==> src/rtl/mem_port_arbiter_pkg.sv <==
// Shared constants and types for the fetch/data memory port arbiter.
package mem_port_arbiter_pkg;

  localparam int unsigned DATA_W           = 32;
  localparam int unsigned WAIT_MAX_DEF     = 15;
  localparam int unsigned STARVE_LIMIT_DEF = 4;

  // Address mux select codes
  localparam logic SEL_IF  = 1'b0;
  localparam logic SEL_MEM = 1'b1;

  typedef enum logic [1:0] {
    ST_IDLE    = 2'd0,
    ST_IF_ACC  = 2'd1,
    ST_MEM_ACC = 2'd2,
    ST_DONE    = 2'd3
  } arb_state_e;

endpackage

==> src/rtl/mem_port_arbiter_if.sv <==
// Request/response bundle between the pipeline stages, the arbiter and the shared memory port.
interface mem_port_arbiter_if;
  import mem_port_arbiter_pkg::*;

  logic              if_req;
  logic [DATA_W-1:0] if_addr;
  logic              mem_req;
  logic              mem_we;
  logic [DATA_W-1:0] mem_addr;
  logic [DATA_W-1:0] mem_wdata;
  logic              port_ready;
  logic [DATA_W-1:0] port_rdata;

  logic              port_req;
  logic              port_we;
  logic              addr_sel;
  logic [DATA_W-1:0] port_addr;
  logic [DATA_W-1:0] port_wdata;
  logic              if_done;
  logic              mem_done;
  logic [DATA_W-1:0] rdata;
  logic              timeout;
  logic              stall;

  // Environment side: pipeline stages plus memory
  modport master (
    output if_req, if_addr, mem_req, mem_we, mem_addr, mem_wdata, port_ready, port_rdata,
    input  port_req, port_we, addr_sel, port_addr, port_wdata, if_done, mem_done, rdata,
           timeout, stall
  );

  modport slave (
    input  if_req, if_addr, mem_req, mem_we, mem_addr, mem_wdata, port_ready, port_rdata,
    output port_req, port_we, addr_sel, port_addr, port_wdata, if_done, mem_done, rdata,
           timeout, stall
  );

endinterface

==> src/rtl/mem_port_arbiter_mux.sv <==
// 2:1 select between fetch and data inputs of the shared port.
module mem_port_arbiter_mux
  import mem_port_arbiter_pkg::*;
#(
  parameter int unsigned W = DATA_W
) (
  input  logic         sel_i,
  input  logic [W-1:0] a_i,
  input  logic [W-1:0] b_i,
  output logic [W-1:0] y_o
);

  assign y_o = (sel_i == SEL_MEM) ? b_i : a_i;

endmodule

==> src/rtl/mem_port_arbiter.sv <==
// Arbitrates one memory port between fetch and data stages, with starvation
// protection for fetch and a bounded wait for port_ready.
module mem_port_arbiter
  import mem_port_arbiter_pkg::*;
#(
  parameter int unsigned WAIT_MAX     = WAIT_MAX_DEF,
  parameter int unsigned STARVE_LIMIT = STARVE_LIMIT_DEF
) (
  input logic               clk,
  input logic               rst,
  mem_port_arbiter_if.slave bus
);

  localparam int unsigned WAIT_W   = (WAIT_MAX < 1) ? 1 : $clog2(WAIT_MAX + 1);
  localparam int unsigned WAIT_CW  = WAIT_W + 1;
  localparam int unsigned STARVE_W = (STARVE_LIMIT < 1) ? 1 : $clog2(STARVE_LIMIT + 1);

  arb_state_e          state_q,      state_d;
  logic [STARVE_W-1:0] starve_q,     starve_d;
  logic [WAIT_W-1:0]   wait_q,       wait_d;
  logic                addr_sel_q,   addr_sel_d;
  logic                port_req_q,   port_req_d;
  logic                port_we_q,    port_we_d;
  logic [DATA_W-1:0]   port_wdata_q, port_wdata_d;
  logic [DATA_W-1:0]   rdata_q,      rdata_d;
  logic                if_done_q,    if_done_d;
  logic                mem_done_q,   mem_done_d;
  logic                timeout_q,    timeout_d;

  logic               starve_hit;
  logic [WAIT_CW-1:0] wait_inc;
  logic               wait_expire;

  assign starve_hit  = bus.if_req && (starve_q == STARVE_W'(STARVE_LIMIT));
  assign wait_inc    = {1'b0, wait_q} + WAIT_CW'(1);
  assign wait_expire = (wait_inc >= WAIT_CW'(WAIT_MAX));

  // Next-state and next-output logic
  always_comb begin
    state_d    = state_q;
    starve_d   = starve_q;
    wait_d     = wait_q;
    addr_sel_d = addr_sel_q;
    rdata_d    = rdata_q;
    if_done_d  = 1'b0;
    mem_done_d = 1'b0;
    timeout_d  = 1'b0;

    case (state_q)
      ST_IDLE: begin
        if (bus.mem_req && !starve_hit) begin
          state_d    = ST_MEM_ACC;
          addr_sel_d = SEL_MEM;
          wait_d     = '0;
          if (bus.if_req) begin
            starve_d = starve_q + STARVE_W'(1);
          end
        end else if (bus.if_req) begin
          state_d    = ST_IF_ACC;
          addr_sel_d = SEL_IF;
          wait_d     = '0;
          starve_d   = '0;
        end
      end
      ST_IF_ACC, ST_MEM_ACC: begin
        // A ready arriving on the last allowed cycle still completes normally
        if (bus.port_ready) begin
          state_d = ST_DONE;
          rdata_d = bus.port_rdata;
          if (state_q == ST_IF_ACC) begin
            if_done_d = 1'b1;
          end else begin
            mem_done_d = 1'b1;
          end
        end else begin
          wait_d = WAIT_W'(wait_inc);
          if (wait_expire) begin
            state_d   = ST_DONE;
            timeout_d = 1'b1;
          end
        end
      end
      ST_DONE: begin
        state_d = ST_IDLE;
      end
      default: begin
        state_d = ST_IDLE;
      end
    endcase

    port_req_d   = (state_d == ST_IF_ACC) || (state_d == ST_MEM_ACC);
    port_we_d    = (state_d == ST_MEM_ACC) && bus.mem_we;
    port_wdata_d = port_we_d ? bus.mem_wdata : '0;
  end

  always_ff @(posedge clk) begin
    if (rst) begin
      state_q      <= ST_IDLE;
      starve_q     <= '0;
      wait_q       <= '0;
      addr_sel_q   <= SEL_IF;
      port_req_q   <= 1'b0;
      port_we_q    <= 1'b0;
      port_wdata_q <= '0;
      rdata_q      <= '0;
      if_done_q    <= 1'b0;
      mem_done_q   <= 1'b0;
      timeout_q    <= 1'b0;
    end else begin
      state_q      <= state_d;
      starve_q     <= starve_d;
      wait_q       <= wait_d;
      addr_sel_q   <= addr_sel_d;
      port_req_q   <= port_req_d;
      port_we_q    <= port_we_d;
      port_wdata_q <= port_wdata_d;
      rdata_q      <= rdata_d;
      if_done_q    <= if_done_d;
      mem_done_q   <= mem_done_d;
      timeout_q    <= timeout_d;
    end
  end

  assign bus.port_req   = port_req_q;
  assign bus.port_we    = port_we_q;
  assign bus.addr_sel   = addr_sel_q;
  assign bus.port_wdata = port_wdata_q;
  assign bus.rdata      = rdata_q;
  assign bus.if_done    = if_done_q;
  assign bus.mem_done   = mem_done_q;
  assign bus.timeout    = timeout_q;
  assign bus.stall      = (bus.if_req | bus.mem_req) & ~(if_done_q | mem_done_q);

  mem_port_arbiter_mux #(.W(DATA_W)) u_addr_mux (
    .sel_i (addr_sel_q),
    .a_i   (bus.if_addr),
    .b_i   (bus.mem_addr),
    .y_o   (bus.port_addr)
  );

endmodule

==> src/flat_wrapper.sv <==
// flat-port wrapper written by rule: the top's interface ports become plain ports
module mem_port_arbiter_flat import mem_port_arbiter_pkg::*;
#(
  parameter int unsigned WAIT_MAX     = WAIT_MAX_DEF,
  parameter int unsigned STARVE_LIMIT = STARVE_LIMIT_DEF
)
  (clk, rst, bus_if_req, bus_if_addr, bus_mem_req, bus_mem_we, bus_mem_addr, bus_mem_wdata, bus_port_ready, bus_port_rdata, bus_port_req, bus_port_we, bus_addr_sel, bus_port_addr, bus_port_wdata, bus_if_done, bus_mem_done, bus_rdata, bus_timeout, bus_stall);
  mem_port_arbiter_if bus_i ();
  input logic clk;
  input logic rst;
  input wire logic [$bits(bus_i.if_req)-1:0] bus_if_req;
  input wire logic [$bits(bus_i.if_addr)-1:0] bus_if_addr;
  input wire logic [$bits(bus_i.mem_req)-1:0] bus_mem_req;
  input wire logic [$bits(bus_i.mem_we)-1:0] bus_mem_we;
  input wire logic [$bits(bus_i.mem_addr)-1:0] bus_mem_addr;
  input wire logic [$bits(bus_i.mem_wdata)-1:0] bus_mem_wdata;
  input wire logic [$bits(bus_i.port_ready)-1:0] bus_port_ready;
  input wire logic [$bits(bus_i.port_rdata)-1:0] bus_port_rdata;
  output wire logic [$bits(bus_i.port_req)-1:0] bus_port_req;
  output wire logic [$bits(bus_i.port_we)-1:0] bus_port_we;
  output wire logic [$bits(bus_i.addr_sel)-1:0] bus_addr_sel;
  output wire logic [$bits(bus_i.port_addr)-1:0] bus_port_addr;
  output wire logic [$bits(bus_i.port_wdata)-1:0] bus_port_wdata;
  output wire logic [$bits(bus_i.if_done)-1:0] bus_if_done;
  output wire logic [$bits(bus_i.mem_done)-1:0] bus_mem_done;
  output wire logic [$bits(bus_i.rdata)-1:0] bus_rdata;
  output wire logic [$bits(bus_i.timeout)-1:0] bus_timeout;
  output wire logic [$bits(bus_i.stall)-1:0] bus_stall;
  assign bus_i.if_req = bus_if_req;
  assign bus_i.if_addr = bus_if_addr;
  assign bus_i.mem_req = bus_mem_req;
  assign bus_i.mem_we = bus_mem_we;
  assign bus_i.mem_addr = bus_mem_addr;
  assign bus_i.mem_wdata = bus_mem_wdata;
  assign bus_i.port_ready = bus_port_ready;
  assign bus_i.port_rdata = bus_port_rdata;
  assign bus_port_req = bus_i.port_req;
  assign bus_port_we = bus_i.port_we;
  assign bus_addr_sel = bus_i.addr_sel;
  assign bus_port_addr = bus_i.port_addr;
  assign bus_port_wdata = bus_i.port_wdata;
  assign bus_if_done = bus_i.if_done;
  assign bus_mem_done = bus_i.mem_done;
  assign bus_rdata = bus_i.rdata;
  assign bus_timeout = bus_i.timeout;
  assign bus_stall = bus_i.stall;
  mem_port_arbiter #(.WAIT_MAX(WAIT_MAX), .STARVE_LIMIT(STARVE_LIMIT)) u_core (.clk(clk), .rst(rst), .bus(bus_i));
endmodule
==> config.mk <==
export PLATFORM = sky130hd
export DESIGN_NAME = mem_port_arbiter_flat
export DESIGN_NICKNAME = d
export VERILOG_FILES = /design/src/rtl/mem_port_arbiter_pkg.sv /design/src/rtl/mem_port_arbiter_if.sv /design/src/rtl/mem_port_arbiter_mux.sv /design/src/rtl/mem_port_arbiter.sv /design/src/flat_wrapper.sv
export SDC_FILE = /design/constraint.sdc
export NUM_CORES = 1
export LEC_CHECK = 0
export ABC_CLOCK_PERIOD_IN_PS = 3100
export CAP_MARGIN = 20
export CORE_AREA = 2 2 91 93
export CTS_BUF_LIST = sky130_fd_sc_hd__clkbuf_4
export DETAILED_ROUTE_END_ITERATION = 8
export DIE_AREA = 0 0 93 95
export DONT_BUFFER_PORTS = 1
export SLEW_MARGIN = 20
export SYNTH_ARGS = -nofsm -noshare
export SYNTH_HDL_FRONTEND = slang
export SYNTH_SLANG_ARGS = --single-unit
==> constraint.sdc <==
create_clock -name clk -period 3.1 [get_ports clk]
set_input_delay 0.775 -clock clk [delete_from_list [all_inputs] [get_ports clk]]
set_output_delay 0.775 -clock clk [all_outputs]
set_load 0.005 [all_outputs]
==> results by group <==
Global route
  – Total GRT Usage: 16.16%
  – Total grt overflow: 0
  – Number of global-route vias before repair: 2177
  – Largest net degree at the start of global routing: 50
  – First-pass GRT wire length: 10.92 mm
  – Initial antenna violation count: 0

Synthesis
  – Register area share after synthesis: 50.24%
  – Netlist Area Pre-Place: 3148 um^2
  – Synthesized instance count: 338
  – Avg Inst Size Synth: 9.314 um^2
  – Count of cell types in the netlist: 35
  – Post-synth net total: 481
  – Ys Warns: 0
  – Seq cells post-synth: 79

Clock network
  – H-tree depth: 3
  – Post-CTS Hold Buffers: 0
  – Clock root buffer: clkbuf_4
  – Number of clock sinks: 79
  – Post_cts resized: 0
  – Clock latency on the worst-skew pair: 0.42 ns
  – CTS tree: built
  – Clock-pin slew on the worst setup and hold paths: 0.14 ns
  – # Post-CTS Setup Buffers: 0
  – CTS Buffer Depth: 2
  – Cts bufs inserted: 9

Timing
  – Fmax achieved: 364.3 MHz
  – Slew @ Worst Pin: 0.7418 ns
  – RSZ-0062 raised after global routing: false
  – Setup violations, final: 0
  – Fin crit share: 88.55%
  – Setup_tns: 0 ns
  – Fin crit period: 2.745 ns
  – Hold violation count in the final report: 0
  – Post-Route Skew: 0.01805 ns
  – Rel. slew slack: 50.55%
  – Fin. max-slew vios: 0
  – Min Hold Slack: 0.4247 ns

Drt
  – Drt first pass iters: 4
  – Drt wl/cell: 17.78 um
  – Post-route ant nets: 0
  – Number of remaining DRC errors: 0
  – Via-to-Cell Ratio: 5.314
  – DR vias: 2354
  – DR iter-0 viols: 102
  – Final wirelength: 7.875 mm

Layout
  – Layout cell share with drive strength beyond 1: 16.27%
  – # nets final: 476
  – Synthesis-to-layout area growth: 6.280%
  – Multi-input gate area: 1461 um^2
  – Post-Layout Cell Count: 443
  – Commonest non-fill, non-tap cell in the layout: dfxtp_1
  – Commonest cells after routing, fill and taps aside: dfxtp_1, nand2_1, a21oi_1
  – Antenna cells: 0
  – Fillers: 800
  – Final instance area: 3346 um^2
  – Flip-flop and latch area: 1582 um^2

Placed design
  – I/O Buffers: 0
  – Hpwl dp: 6.183 mm
  – Post-placement cell area: 3223 um^2
  – Placer Congestion: 0.7320
  – Cells after DPL: 427

Outcome
  – Run status: finished, final reports clean

Worst hold path
  – Worst hold path startpoint: rst
  – WHS Path Cells: 1
  – Hold crit path type: input pin to register
  – Hold Path End: u_core.state_q[1]

Worst setup path
  – Most used cell along the critical path: ha_1
  – CP arrival: 3.05 ns
  – Slowest-stage cell, CP: dfxtp_1
  – CP Cell Sequence: ha_1 -> mux2_2 -> a41oi_1 -> nor4b_1 -> nor3_1 -> ha_1 -> and3b_1 -> and2_1
  – Reg2reg setup slack: 0.35 ns
  – Max incr delay on CP: 0.45 ns
  – Crit path required time: 3.41 ns
  – Startpoint Class: register
  – Delay-heaviest family, CP: simple AND/OR/NAND/NOR gates
  – R2r worst-path depth: 8
  – Crit Path Class: register to register
  – R2R Path Start: u_core.wait_q[1]
  – R2r endpoint: u_core.bus.port_wdata[12]
  – CP max FO: 33
  – CP endpoint kind: register
  – Worst Path Buf+Inv: 0

Floorplan
  – Initial Util: 39.71%
  – Core Rows: 33
  – DIE AREA: 8835 um^2
  – Die height: 95 um
  – Ports: 237
  – Core Area: 7928 um^2
  – Die Wd: 93 um

Job
  – # Max-Cap Violations: 0

Power
  – Leak: 1.241 nW
  – Max IR drop VDD: 0.0003319 V
  – Tot Pwr: 0.002695 W
  – PD cells: 805.5 nW/um^2
## final cells by class
class,instances,share of cell area (%)
clock buffer,9,2.019
clock inverter,7,1.645
inverter,7,0.7853
multi-input combinational,233,43.68
sequential,79,47.27
tap,105,3.927
timing repair buffer,3,0.6731
## state kept, by name, indices dropped and copies added, names as in the netlist
signal                 count
u_core.bus.port_wdata     32
u_core.wait_q              4
u_core.state_q             2
u_core.bus.mem_done        1
u_core.bus.rdata          32
u_core.bus.port_we         1
u_core.bus.addr_sel        1
u_core.bus.timeout         1
u_core.bus.port_req        1
u_core.bus.if_done         1
u_core.starve_q            3
## how the worst max path moves through the flow
stage	startpoint	to	slack (ns)	cells past startpoint
2_1_floorplan	u_core.wait_q[0]	u_core.bus.port_wdata[23]	0.75	9
3_3_place_gp	u_core.wait_q[0]	u_core.bus.port_wdata[28]	0.45	8
3_5_place_dp	u_core.wait_q[0]	u_core.bus.port_wdata[29]	0.33	8
4_1_cts	u_core.wait_q[1]	u_core.bus.port_wdata[3]	0.32	8
5_1_grt	u_core.wait_q[1]	u_core.bus.port_wdata[2]	0.02	8
6_report	u_core.wait_q[1]	u_core.bus.port_wdata[12]	0.35	8
## worst register-to-register path: stages, from the launching register on
cell and delay, ns:
dfxtp_1 0.45, ha_1 0.24, mux2_2 0.34, a41oi_1 0.24, nor4b_1 0.37, nor3_1 0.10
ha_1 0.19, and3b_1 0.42, and2_1 0.29
## cells by family after synthesis
family                   share of synthesized area [%]
flip-flops                                       50.24
buffers and inverters                            3.339
AND/OR/NAND/NOR                                  21.22
adder cells (fa/ha/maj)                          3.577
AO/OA/AOI/OAI                                    9.818
multiplexers                                     11.80
## routing by layer
layer	share of wire [%]	vias up	track usage (%)	wire (um)
met1	33	1060	15.67	2594
met5	0	-	0	0
li1	-	1120	-	-
met3	9.7	11	6.225	765
met4	2.3	0	7.843	179
met2	55	163	30.01	4335
## stage by stage
step                utilization [%]  setup WS, ns
global placement              40.66        0.4507
detailed placement            40.66        0.3322
CTS                           42.20        0.3241
floorplan                         -        0.7530
global route                  42.20       0.02090
finish                        42.20        0.3548
## cells in the mapped netlist
library cell / count / share of area [%]
a32oi_1: 2 / 0.56
nor3b_1: 2 / 0.48
or3_1: 3 / 0.60
a41oi_1: 1 / 0.28
nand3_1: 3 / 0.48
ha_1: 9 / 3.6
a211o_1: 1 / 0.28
dfxtp_1: 79 / 50
and3_1: 2 / 0.40
nand2b_1: 2 / 0.40
nand2_1: 70 / 8.3
nor2_2: 1 / 0.20
buf_2: 6 / 0.95
o31ai_1: 1 / 0.24
o21bai_1: 1 / 0.24
buf_1: 2 / 0.24
and3b_1: 1 / 0.28
a21bo_2: 1 / 0.32
inv_1: 7 / 0.83
nor2_1: 7 / 0.83
o21ai_0: 5 / 0.79
and3_2: 1 / 0.24
nand4b_1: 2 / 0.56
and2_1: 34 / 6.8
a21oi_1: 38 / 6.0
o32ai_1: 1 / 0.28
nor4b_1: 1 / 0.28
clkbuf_1: 11 / 1.3
a21o_1: 1 / 0.24
nor4_1: 1 / 0.20
a22oi_1: 1 / 0.24
a221o_1: 1 / 0.32
nor3_1: 6 / 0.95
mux2_2: 33 / 12
nand3b_1: 1 / 0.24
## power by group
part	switching [W]	total (W)	internal (W)
clock network	0.000384	0.000560	0.000176
registers	0.000147	0.00136	0.00121
logic	0.000453	0.000778	0.000326
total	0.000984	0.00269	0.00171
No activity file was read; power rests on OpenSTA's default activity.
==> variant, RTL diff (config.mk and constraints unchanged) <==
The 4 states of `arb_state_e` get a one-hot encoding in 4 bits.
--- a/src/rtl/mem_port_arbiter_pkg.sv
+++ b/src/rtl/mem_port_arbiter_pkg.sv
@@ -9,11 +9,11 @@
   localparam logic SEL_IF  = 1'b0;
   localparam logic SEL_MEM = 1'b1;
 
-  typedef enum logic [1:0] {
-    ST_IDLE    = 2'd0,
-    ST_IF_ACC  = 2'd1,
-    ST_MEM_ACC = 2'd2,
-    ST_DONE    = 2'd3
+  typedef enum logic [3:0] {
+    ST_IDLE    = 4'b0001,
+    ST_IF_ACC  = 4'b0010,
+    ST_MEM_ACC = 4'b0100,
+    ST_DONE    = 4'b1000
   } arb_state_e;
 
 endpackage
Behaviour: same outputs for any inputs over 4 cycles, from zero or initial values and one cycle with rst high; so few cycles prove little.
==> variant against the original RTL <==
Power is 27% lower; highest routed layer unchanged; critical path type is now flop to output pin; routed wire length up 22%; area after synthesis up 27%; largest power group unchanged; setup slack better by 0.41 ns; sequential cell count rose by 2; synthesized cell count up 16%; worst hold slack better by 0.037 ns; register-to-register slack improved by 0.53 ns; final area is 23% higher.
==> variant: results (changes against the original RTL) <==
TritonCTS buffer count -> 9 (unchanged)
Clock transition at path regs -> 0.12 ns (-0.02 ns)
first-pass GRT wire length -> 14000 µm (+29%)
Max VDD drop -> 0.343 mV (+3.4%)
Total Routing Usage GR -> 0.203 (+0.0412)
post-route clock skew -> 0.0102 ns (-0.00787 ns)
met1 wire length -> 4340 µm (+67%)
type of the worst min-delay path -> input pin to flop
hold-critical path depth -> 1 (unchanged)
status -> finished clean
slowest stage delay, CP -> 0.42 ns (-0.03 ns)
Min Hold Slack -> 0.461 ns (+0.0366 ns)
wire length on met2 -> 4130 µm (-4.7%)
vias in the first global route -> 2744 (+26%)
Worst-Skew Late Latency -> 0.40 ns (-0.02 ns)
critical path arrival -> 1.56 ns (-1.49 ns)
largest net degree at the start of global routing -> 80 (+60%)
Root Buffer -> clkbuf_4
post-CTS setup repair buffer count -> 0 (unchanged)
share of layout cells above drive strength 1 -> 0.254 (+0.0912)
register-to-register setup slack -> 0.88 ns (+0.53 ns)
Tightest Pin Transition -> 0.816 ns (+0.0742 ns)
routed via count -> 2893 (+23%)
Worst Path Max Fanout -> 33 (unchanged)
number of diodes -> 0 (unchanged)
R2R cell count -> 7 (-1)
RR Endpoint -> u_core.bus.port_wdata[3]$_SDFF_PP0_
synth cell count leaders -> dfxtp_1 (81), nand2_1 (71), a21oi_1 (43)
Min-Delay Endpoint -> u_core.wait_q[3]$_SDFFE_PP0P_
highest routed metal layer -> met4
initial antenna violation count -> 0 (unchanged)
CP Launch Point -> u_core.bus.addr_sel$_SDFFE_PP0P_
FFs w/ async S/R, synth -> 0 (unchanged)
dpl hpwl -> 6680 µm (+8.0%)
critical path's slowest cell -> mux2_2
CTS Buffer Depth -> 2 (unchanged)
PortBufs -> 0 (unchanged)
syn_nets -> 531 (+10%)
count of cell types in the netlist -> 49 (+40%)
Nets -> 513 (+7.8%)
worst r2r src -> u_core.wait_q[0]$_SDFFE_PP0P_
dominant cells by area after synthesis -> dfxtp_1 (41%), a2111oi_2 (9.4%), mux2_2 (9.0%), nand4b_1 (7.2%), nand2_1 (6.7%)
DR pass1 iterations -> 4 (unchanged)
CTS H-tree depth -> 3 (unchanged)
Hold Path Origin -> rst
Seq/Total Area, Yosys -> 0.406 (-0.0968)
final WL -> 9590 µm (+22%)
Ys Warns -> 0 (unchanged)
WL met3 -> 1050 µm (+37%)
GPL Wtd Cong -> 0.772 (+5.5%)
Initial DRC Count -> 126 (+24%)
leakage -> 1.25 nW (+0.47%)
post-CTS sizing -> 0 (unchanged)
-- variant: cell count changes after synthesis, sizes merged, moves of 5 or more --
cell and change:
a2111oi +33, a21oi +6, and2 -33, buf +12
clkbuf +8, ha -5, nand4b +31
-- variant: cell type report --
class | instances | area (µm²)
well taps | 105 | 131
flip-flops and latches | 81 | 1620
multi-input cells | 268 | 2140
clock inverters | 5 | 48.8
clock buffers | 9 | 67.6
fillers | 759 | 3820
repair buffers | 10 | 75.1
inverters | 5 | 18.8
-- variant: through the flow --
| step | area, µm² | cells | setup slack, ns |
|---|---|---|---|
| 6_report | 4100 | 483 | 0.761 |
| 5_1_grt | 4100 | 483 | 0.668 |
| 3_5_place_dp | 3990 | 469 | 0.889 |
| 4_1_cts | 4100 | 483 | 0.729 |
| 3_3_place_gp | 3990 | 469 | 0.999 |
| 2_1_floorplan | 4000 | 393 | 1.06 |
-- variant: how the worst max path moves through the flow --
stage	to	slack, ns	depth (start not counted)
3_3_place_gp	u_core.bus.port_wdata[3]$_SDFF_PP0_	1.0	7
6_report	bus_port_addr[9]	0.76	2
3_5_place_dp	u_core.bus.port_wdata[3]$_SDFF_PP0_	0.89	7
2_1_floorplan	bus_port_addr[10]	1.06	3
4_1_cts	bus_port_addr[9]	0.73	2
5_1_grt	bus_port_addr[9]	0.67	2
-- variant: cell families (layout without fill, tap and decap cells) --
kind of cell,after synthesis,after routing,share of synthesized area
adder cells (fa/ha/maj),4,4,0.0125
AO/OA/AOI/OAI,90,90,0.218
AND/OR/NAND/NOR,138,138,0.201
multiplexers,33,33,0.0926
XOR/XNOR,3,3,0.00845
buffers and inverters,44,29,0.0617
flip-flops,81,81,0.406
-- variant: critical path, delay by kind of cell (launching register included) --
kind / cells / cell delay (ns)
buffers and inverters: 1 / 0.37
multiplexers: 1 / 0.42
flip-flops: 1 / 0.37
-- variant: per-layer routing --
layer | global-route usage | up-vias
met5 | 0 | -
met2 | 0.277 | 130
met4 | 0.0686 | 0
met1 | 0.294 | 1349
met3 | 0.0726 | 7
li1 | - | 1407
-- variant: power by group --
group | switching (mW) | internal, mW
registers | 0.0269 | 1.07
clock network | 0.331 | 0.230
logic | 0.195 | 0.128
